==> config.mk <==
export PLATFORM = sky130hd
export DESIGN_NAME = preadd_sequencer
export DESIGN_NICKNAME = d
export VERILOG_FILES = /design/src/rtl/preadd_sequencer_pkg.sv /design/src/rtl/preadd_sequencer_arb.sv /design/src/rtl/preadd_sequencer.sv
export SDC_FILE = /design/constraint.sdc
export NUM_CORES = 1
export LEC_CHECK = 0
export BUFFER_PORTS_ARGS = -buffer_cell sky130_fd_sc_hd__buf_2
export CORE_AREA = 2 2 74 76
export DETAILED_ROUTE_END_ITERATION = 10
export DIE_AREA = 0 0 76 78
export GPL_TIMING_DRIVEN = 0
export PLACE_DENSITY = 0.66
export SKIP_LAST_GASP = 1
export SYNTH_ARGS = -nofsm -noshare
export SYNTH_HDL_FRONTEND = slang
export SYNTH_SLANG_ARGS = --single-unit
==> constraint.sdc <==
create_clock -name clk -period 3.1 [get_ports clk]
set_input_delay 0.155 -clock clk [delete_from_list [all_inputs] [get_ports clk]]
set_output_delay 0.155 -clock clk [all_outputs]
set_load 0.01 [all_outputs]
==> src/rtl/preadd_sequencer_pkg.sv <==
// Shared opcode constants and the opcode-to-INMODE translation
// for the dual A/D pre-adder scheduler.
package preadd_sequencer_pkg;

    localparam logic [1:0] OP_A   = 2'b00;
    localparam logic [1:0] OP_DPA = 2'b01;
    localparam logic [1:0] OP_DMA = 2'b10;
    localparam logic [1:0] OP_D   = 2'b11;

    // inmode[0] stays 0 so the multiplier always sees the A2 register.
    function automatic logic [3:0] op_to_inmode(input logic [1:0] op);
        logic [3:0] im;
        im = 4'b0000;
        case (op)
            OP_A:    im = 4'b0000;
            OP_DPA:  im = 4'b0100;
            OP_DMA:  im = 4'b1100;
            OP_D:    im = 4'b0110;
            default: im = 4'b0000;
        endcase
        return im;
    endfunction

endpackage

==> src/rtl/preadd_sequencer_arb.sv <==
// Two-way round-robin arbiter; the priority pointer moves to the
// losing requester after every issue.
module rr_arb2 (
    input  logic clk,
    input  logic rst_n,
    input  logic req0_i,
    input  logic req1_i,
    input  logic advance_i,
    output logic issue_o,
    output logic win_o,
    output logic gnt0_o,
    output logic gnt1_o
);

    logic ptr_q;
    logic ptr_d;

    always_comb begin
        issue_o = (req0_i | req1_i) & advance_i;
        // ptr=0: 0 wins if requesting; ptr=1: 1 wins if requesting.
        win_o   = ptr_q ? req1_i : ~req0_i;
        gnt0_o  = issue_o & ~win_o;
        gnt1_o  = issue_o & win_o;
        ptr_d   = issue_o ? ~win_o : ptr_q;
    end

    always_ff @(posedge clk or negedge rst_n) begin
        if (!rst_n) begin
            ptr_q <= 1'b0;
        end else begin
            ptr_q <= ptr_d;
        end
    end

endmodule

==> src/rtl/preadd_sequencer.sv <==
// Two-requester scheduler for the A/D pre-adder datapath: arbitration,
// operand mux, INMODE register, enables and result-latency tracking.
module preadd_sequencer
    import preadd_sequencer_pkg::*;
#(
    parameter int A_WIDTH = 30,
    parameter int D_WIDTH = 25,
    parameter int AD_REG  = 1
) (
    input  logic               clk,
    input  logic               rst_n,
    input  logic               req0,
    input  logic [1:0]         op0,
    input  logic [A_WIDTH-1:0] a0,
    input  logic [D_WIDTH-1:0] d0,
    output logic               gnt0,
    input  logic               req1,
    input  logic [1:0]         op1,
    input  logic [A_WIDTH-1:0] a1,
    input  logic [D_WIDTH-1:0] d1,
    output logic               gnt1,
    input  logic               hold,
    input  logic               flush,
    output logic [A_WIDTH-1:0] a,
    output logic [D_WIDTH-1:0] d,
    output logic [3:0]         inmode,
    output logic               cea1,
    output logic               cea2,
    output logic               ced,
    output logic               cead,
    output logic               rsta,
    output logic               rstd,
    output logic               res_valid,
    output logic               res_tag,
    output logic               busy
);

    logic       issue;
    logic       win;
    logic       run;
    logic [3:0] inmode_q, inmode_d;
    logic       s1_valid_q, s1_valid_d;
    logic       s1_tag_q, s1_tag_d;
    logic       s2_valid_q, s2_valid_d;
    logic       s2_tag_q, s2_tag_d;

    rr_arb2 u_arb (
        .clk       (clk),
        .rst_n     (rst_n),
        .req0_i    (req0),
        .req1_i    (req1),
        .advance_i (~hold & ~flush),
        .issue_o   (issue),
        .win_o     (win),
        .gnt0_o    (gnt0),
        .gnt1_o    (gnt1)
    );

    assign run = ~hold & ~flush;

    always_comb begin
        a        = '0;
        d        = '0;
        inmode_d = inmode_q;
        if (issue) begin
            a        = win ? a1 : a0;
            d        = win ? d1 : d0;
            inmode_d = op_to_inmode(win ? op1 : op0);
        end
    end

    // Stage advance: flush clears, hold freezes, otherwise shift by one.
    always_comb begin
        s1_valid_d = s1_valid_q;
        s1_tag_d   = s1_tag_q;
        s2_valid_d = s2_valid_q;
        s2_tag_d   = s2_tag_q;
        if (flush) begin
            s1_valid_d = 1'b0;
            s2_valid_d = 1'b0;
        end else if (!hold) begin
            s1_valid_d = issue;
            s1_tag_d   = issue ? win : s1_tag_q;
            s2_valid_d = (AD_REG != 0) ? s1_valid_q : 1'b0;
            s2_tag_d   = (AD_REG != 0) ? s1_tag_q : s2_tag_q;
        end
    end

    always_ff @(posedge clk or negedge rst_n) begin
        if (!rst_n) begin
            inmode_q   <= 4'b0000;
            s1_valid_q <= 1'b0;
            s1_tag_q   <= 1'b0;
            s2_valid_q <= 1'b0;
            s2_tag_q   <= 1'b0;
        end else begin
            inmode_q   <= inmode_d;
            s1_valid_q <= s1_valid_d;
            s1_tag_q   <= s1_tag_d;
            s2_valid_q <= s2_valid_d;
            s2_tag_q   <= s2_tag_d;
        end
    end

    always_comb begin
        inmode = inmode_q;
        cea1   = 1'b0;
        cea2   = issue;
        ced    = issue;
        rsta   = flush;
        rstd   = flush;
        busy   = s1_valid_q | s2_valid_q;
        if (AD_REG != 0) begin
            cead      = s1_valid_q & run;
            res_valid = s2_valid_q & run;
            res_tag   = s2_tag_q;
        end else begin
            cead      = 1'b0;
            res_valid = s1_valid_q & run;
            res_tag   = s1_tag_q;
        end
    end

endmodule

# Yosys cells after proc, flatten, opt, wreduce, memory -nomap -nowiden
# Index checks and enable logic that the tools add are counted.
# word_totals
ff_bits,9
output_inout_bits,70
latchBits,0
rom_bits,0
ramBits,0
mem_count,0
in_bits,120
# classes
shifts,0
bitwise,12
muxes,11
eq_ne,4
n_reduce_logical,3
n_mul,0
div,0
add_sub_neg,0
n_lt_le_gt_ge,0
# ops
operator,count
two-way mux 30 bit,2
two-way mux 25 bit,2
one-hot mux 4 bit (4 select lines),1
bitwise AND 1 bit,6
two-way mux 1 bit,5
== test 2 bit (second input constant),2
NOT 1 bit,4
AND reduction 3 bit,1
== test 2 x 1 -> 1 bit (second input constant),1
zero test 2 bit,1
two-way mux 2 bit,1
inequality test 2 x 1 -> 1 bit (second input constant),1
bitwise OR 1 bit,2
AND reduction 2 bit,1

# Logic depth before layout (Yosys ltp)
# depth
ltp_word,5
depth_mapped,6

# Cells and area by module
# From an unflattened synthesis, not the netlist that was laid out.
# unflattened
hier_cells,170
area_unflattened_um2,1526.5
# by_module_without_submodules
module,cells_per_inst,seq_area_each_um2,n_inst,area_per_inst_um2
preadd_sequencer,160,175.2,1,1451.4
rr_arb2,10,25.0,1,75.1

# Worst setup path before layout
# OpenSTA, ideal clock, no wires.
# synth_timing
path_type,register -> output
startpoint,register u_arb.ptr_q
endpoint,output port a[0]
setup_slack_ps,1700
path_buffers,2
required_time_ps,2945
t_arrival_ps,1245
path_stages_with_launch,6
path_cell_list,dfrtp_1 -> nand2b_1 -> and3_4 -> buf_6 -> buf_2 -> a22o_1
# synth_between
elab_chain_cells,3
# synth_lines
item,line,text
from (decl),preadd_sequencer_arb.sv:15,logic ptr_q;
from (signal assigned),preadd_sequencer_arb.sv:31,ptr_q <= ptr_d;
two-way mux 1 bit,preadd_sequencer_arb.sv:21,win_o = ptr_q ? req1_i : ~req0_i;
two-way mux 30 bit,preadd_sequencer.sv:66,a = win ? a1 : a0;
two-way mux 30 bit,preadd_sequencer.sv:65,if (issue) begin
to (decl),preadd_sequencer.sv:24,"output logic [A_WIDTH-1:0] a,"
# No other way between the ends.

# Worst setup path after layout
# layout_timing
startpoint,register u_arb.ptr_q
endpoint,output port d[17]
# layout_between
elab_chain_cells,3
# layout_lines
item,line,text
two-way mux 1 bit,preadd_sequencer_arb.sv:21,
two-way mux 25 bit,preadd_sequencer.sv:67,d = win ? d1 : d0;
two-way mux 25 bit,preadd_sequencer.sv:65,
to (decl),preadd_sequencer.sv:25,"output logic [D_WIDTH-1:0] d,"
# No other way between the ends.

==> flow_metrics.tcl <==
set metrics [dict create \
    status "finished clean" \
    vdd_drop_max_v 0.0001637 \
    yosysSeqAreaShare_pct 18.82 \
    min_period_over_period_pct 60.11 \
    syn_avg_cell_area_sq_um 8.937 \
    htree_num_levels 1 \
    fin_skew_ns 0.001485 \
    slew_violations 0 \
    grt_usage_pct 16.18 \
    synth_top_cell_by_area "a22o_1" \
    ys_seq_elements 8 \
    cts_sinks 8 \
    routabilityCongestion 0.7792 \
    setup.worst_path.start_class "register" \
    die_area_sq_um 5928 \
    drtIter0Drc 45 \
    synth.distinct_cells 29 \
    muxShareOfSynthArea_pct 2.000 \
    antenna_found_initial 1 \
    setup_viol 0 \
    cts_buffer_depth 2 \
    cts_resized 0 \
    worstPathRequired_ns 2.94 \
    synth_compound_area_share_pct 52.24 \
    grt_pass1_vias 1647 \
    end_kind "output pin" \
    rows 26 \
    fmax_mhz 536.7 \
    fin_crit_ns 1.863 \
    layout-drive-gt1-share_pct 69.13 \
    grt_pass1_wl_mm 7.990 \
    synth_area_sq_um 1064 \
    fill_cells 502 \
    hold_buffers 1 \
    post_cts_buffers 0 \
    switchingPower_uw 172.7 \
    combPwrFrac_pct 51.5 \
    drv_cap 0 \
    post_drt_wl_per_cell_um 13.76 \
    port_buffers 187 \
    viasPerCell 4.630 \
    power_density_nw_per_um2 245.8 \
    seqPwrFrac_pct 25.1 \
    place_inst 377 \
    cts_made_buffers 3 \
    core_sq_um 5042 \
    seqCellArea_sq_um 200.2 \
    pwr-share-clk_pct 23.3 \
    criticalPathCategory "register to output pin" \
    crit_fanout 10 \
    clk_pin_slew_ns 0.04 \
    ant_nets 0 \
    instances_no_fill 381 \
    arrival_ns 1.71 \
    switching_share_pct 32.80 \
    multi_input_area_sq_um 718.2 \
    final_common_cell "buf_2" \
    synth_fa_ha_area_share_pct 0 \
    cts_tree "built" \
    synthDominantCellAreaShare_pct 45.29 \
    root_buffer "clkbuf_8" \
    fin_tns_setup_ns 0 \
    synth_cells 119 \
    die-height_um 78 \
    synth-simple-area-share_pct 12.59 \
    vias 1764 \
    dpl.hpwl_mm 4.521 \
    syn2layout_area_growth_pct 101.4 \
    grt-ovfl-total 0 \
    synth_xor_area_share_pct 0 \
    clkLatencyLatePin_ns 0.23 \
    internal-power_uw 353.8 \
    synth_top_family_by_area "compound AO/OA/AOI/OAI gates" \
    layout.nets 433 \
    fp.dieW_um 76 \
    p_leak_nw 1.321 \
    hold_viol 0 \
    ioPinCount 190 \
    synth_area_leaders "a22o_1 (45%), dfrtp_1 (19%), buf_6 (6.4%)" \
    yosys_warnings 0 \
    drt-pass1-iter-count 4 \
    diodes 0 \
    final_cell_mix "buf_2 (195), a22o_1 (55), dfrtp_1 (8)" \
    drt_wl_total_mm 5.241 \
    grt_max_degree 11 \
    drc 0 \
    rsz0062_at_grt "false" \
    start_util_pct 21.09 \
    hold_class "input pin to register" \
]
==> cell usage after synthesis, drive strengths merged <==
master / n
a22o: 55
buf: 19
dfrtp: 8
nor2: 6
a21oi: 4
and2: 4
a31oi: 2
and3: 2
nand2: 2
o21ai: 2
or2: 2
a21boi: 1
a31o: 1
clkbuf: 1
conb: 1
mux2: 1
mux2i: 1
nand2b: 1
nand4b: 1
nor2b: 1
o211ai: 1
o21bai: 1
or4: 1
or4b: 1
==> per-layer routing <==
metal  part of all wire (%)  routed length (um)  global-route usage [%]  vias up
met5                   0.25                  13                       0        -
met4                   0.88                  46                   4.545        2
met3                     10                 524                   4.535        8
met2                     49                2545                   27.59      117
met1                     40                2111                   19.99      779
li1                       -                   -                       -      858
==> flip-flops by register name, summed over array words and instances (netlist names) <==
signal,cells
inmode,3
res_tag,1
s1_tag_q,1
s1_valid_q,1
s2_valid_q,1
u_arb.ptr_q,1
==> per-stage QoR <==
step	setup slack, ns	hold WS [ns]	power [mW]	util [%]	area, sq um
after floorplan	1.700	-0.1406	0.2598	-	1067
after global placement	1.484	0.005023	0.4006	41.46	2091
after detailed placement	1.468	0.005933	0.4049	41.46	2091
after CTS	1.215	0.1516	0.5318	42.48	2142
after global routing	1.149	0.1650	0.5631	42.48	2142
final	1.237	0.1478	0.5265	42.48	2142
==> power by group through the flow <==
stage,Clock [mW],Combinational (mW),Sequential [mW]
2_1_floorplan,0,0.123,0.137
3_3_place_gp,0,0.268,0.133
3_5_place_dp,0,0.271,0.134
4_1_cts,0.126,0.273,0.132
5_1_grt,0.133,0.296,0.134
6_report,0.123,0.271,0.132
==> cell type report <==
| cell class | count | area share (%) |
|---|---|---|
| buffer | 20 | 6.951 |
| clock buffer | 3 | 1.928 |
| multi-input combinational | 92 | 33.53 |
| sequential | 8 | 9.346 |
| tap | 70 | 4.089 |
| timing repair buffer | 188 | 44.16 |
==> final timing paths <==
check	cells after the start	slack, ns	from	endpoint
max	6	1.24	u_arb.ptr_q	d[17]
min	2	0.15	flush	s2_valid_q
max reg2reg	3	1.72	u_arb.ptr_q	inmode[2]
min reg2reg	2	0.50	s1_tag_q	s1_tag_q
max in group asynchronous	2	2.62	rst_n	u_arb.ptr_q
min in group asynchronous	2	0.31	rst_n	s1_valid_q
==> cells by family (layout without fill, tap and decap cells) <==
logic type             count (synthesis)  after routing
AO/OA/AOI/OAI                         67             67
multiplexers                           2              2
flip-flops                             8              8
other                                  1              2
buffers and inverters                 20            211
AND/OR/NAND/NOR                       21             21
==> critical path: stages, from the launching register on <==
cell      delay, ns
dfrtp_1        0.42
nand2b_1       0.16
and3_4         0.19
buf_6          0.14
buf_2          0.19
a22o_1         0.24
buf_2          0.14
Power figures use the tool's default switching activity.
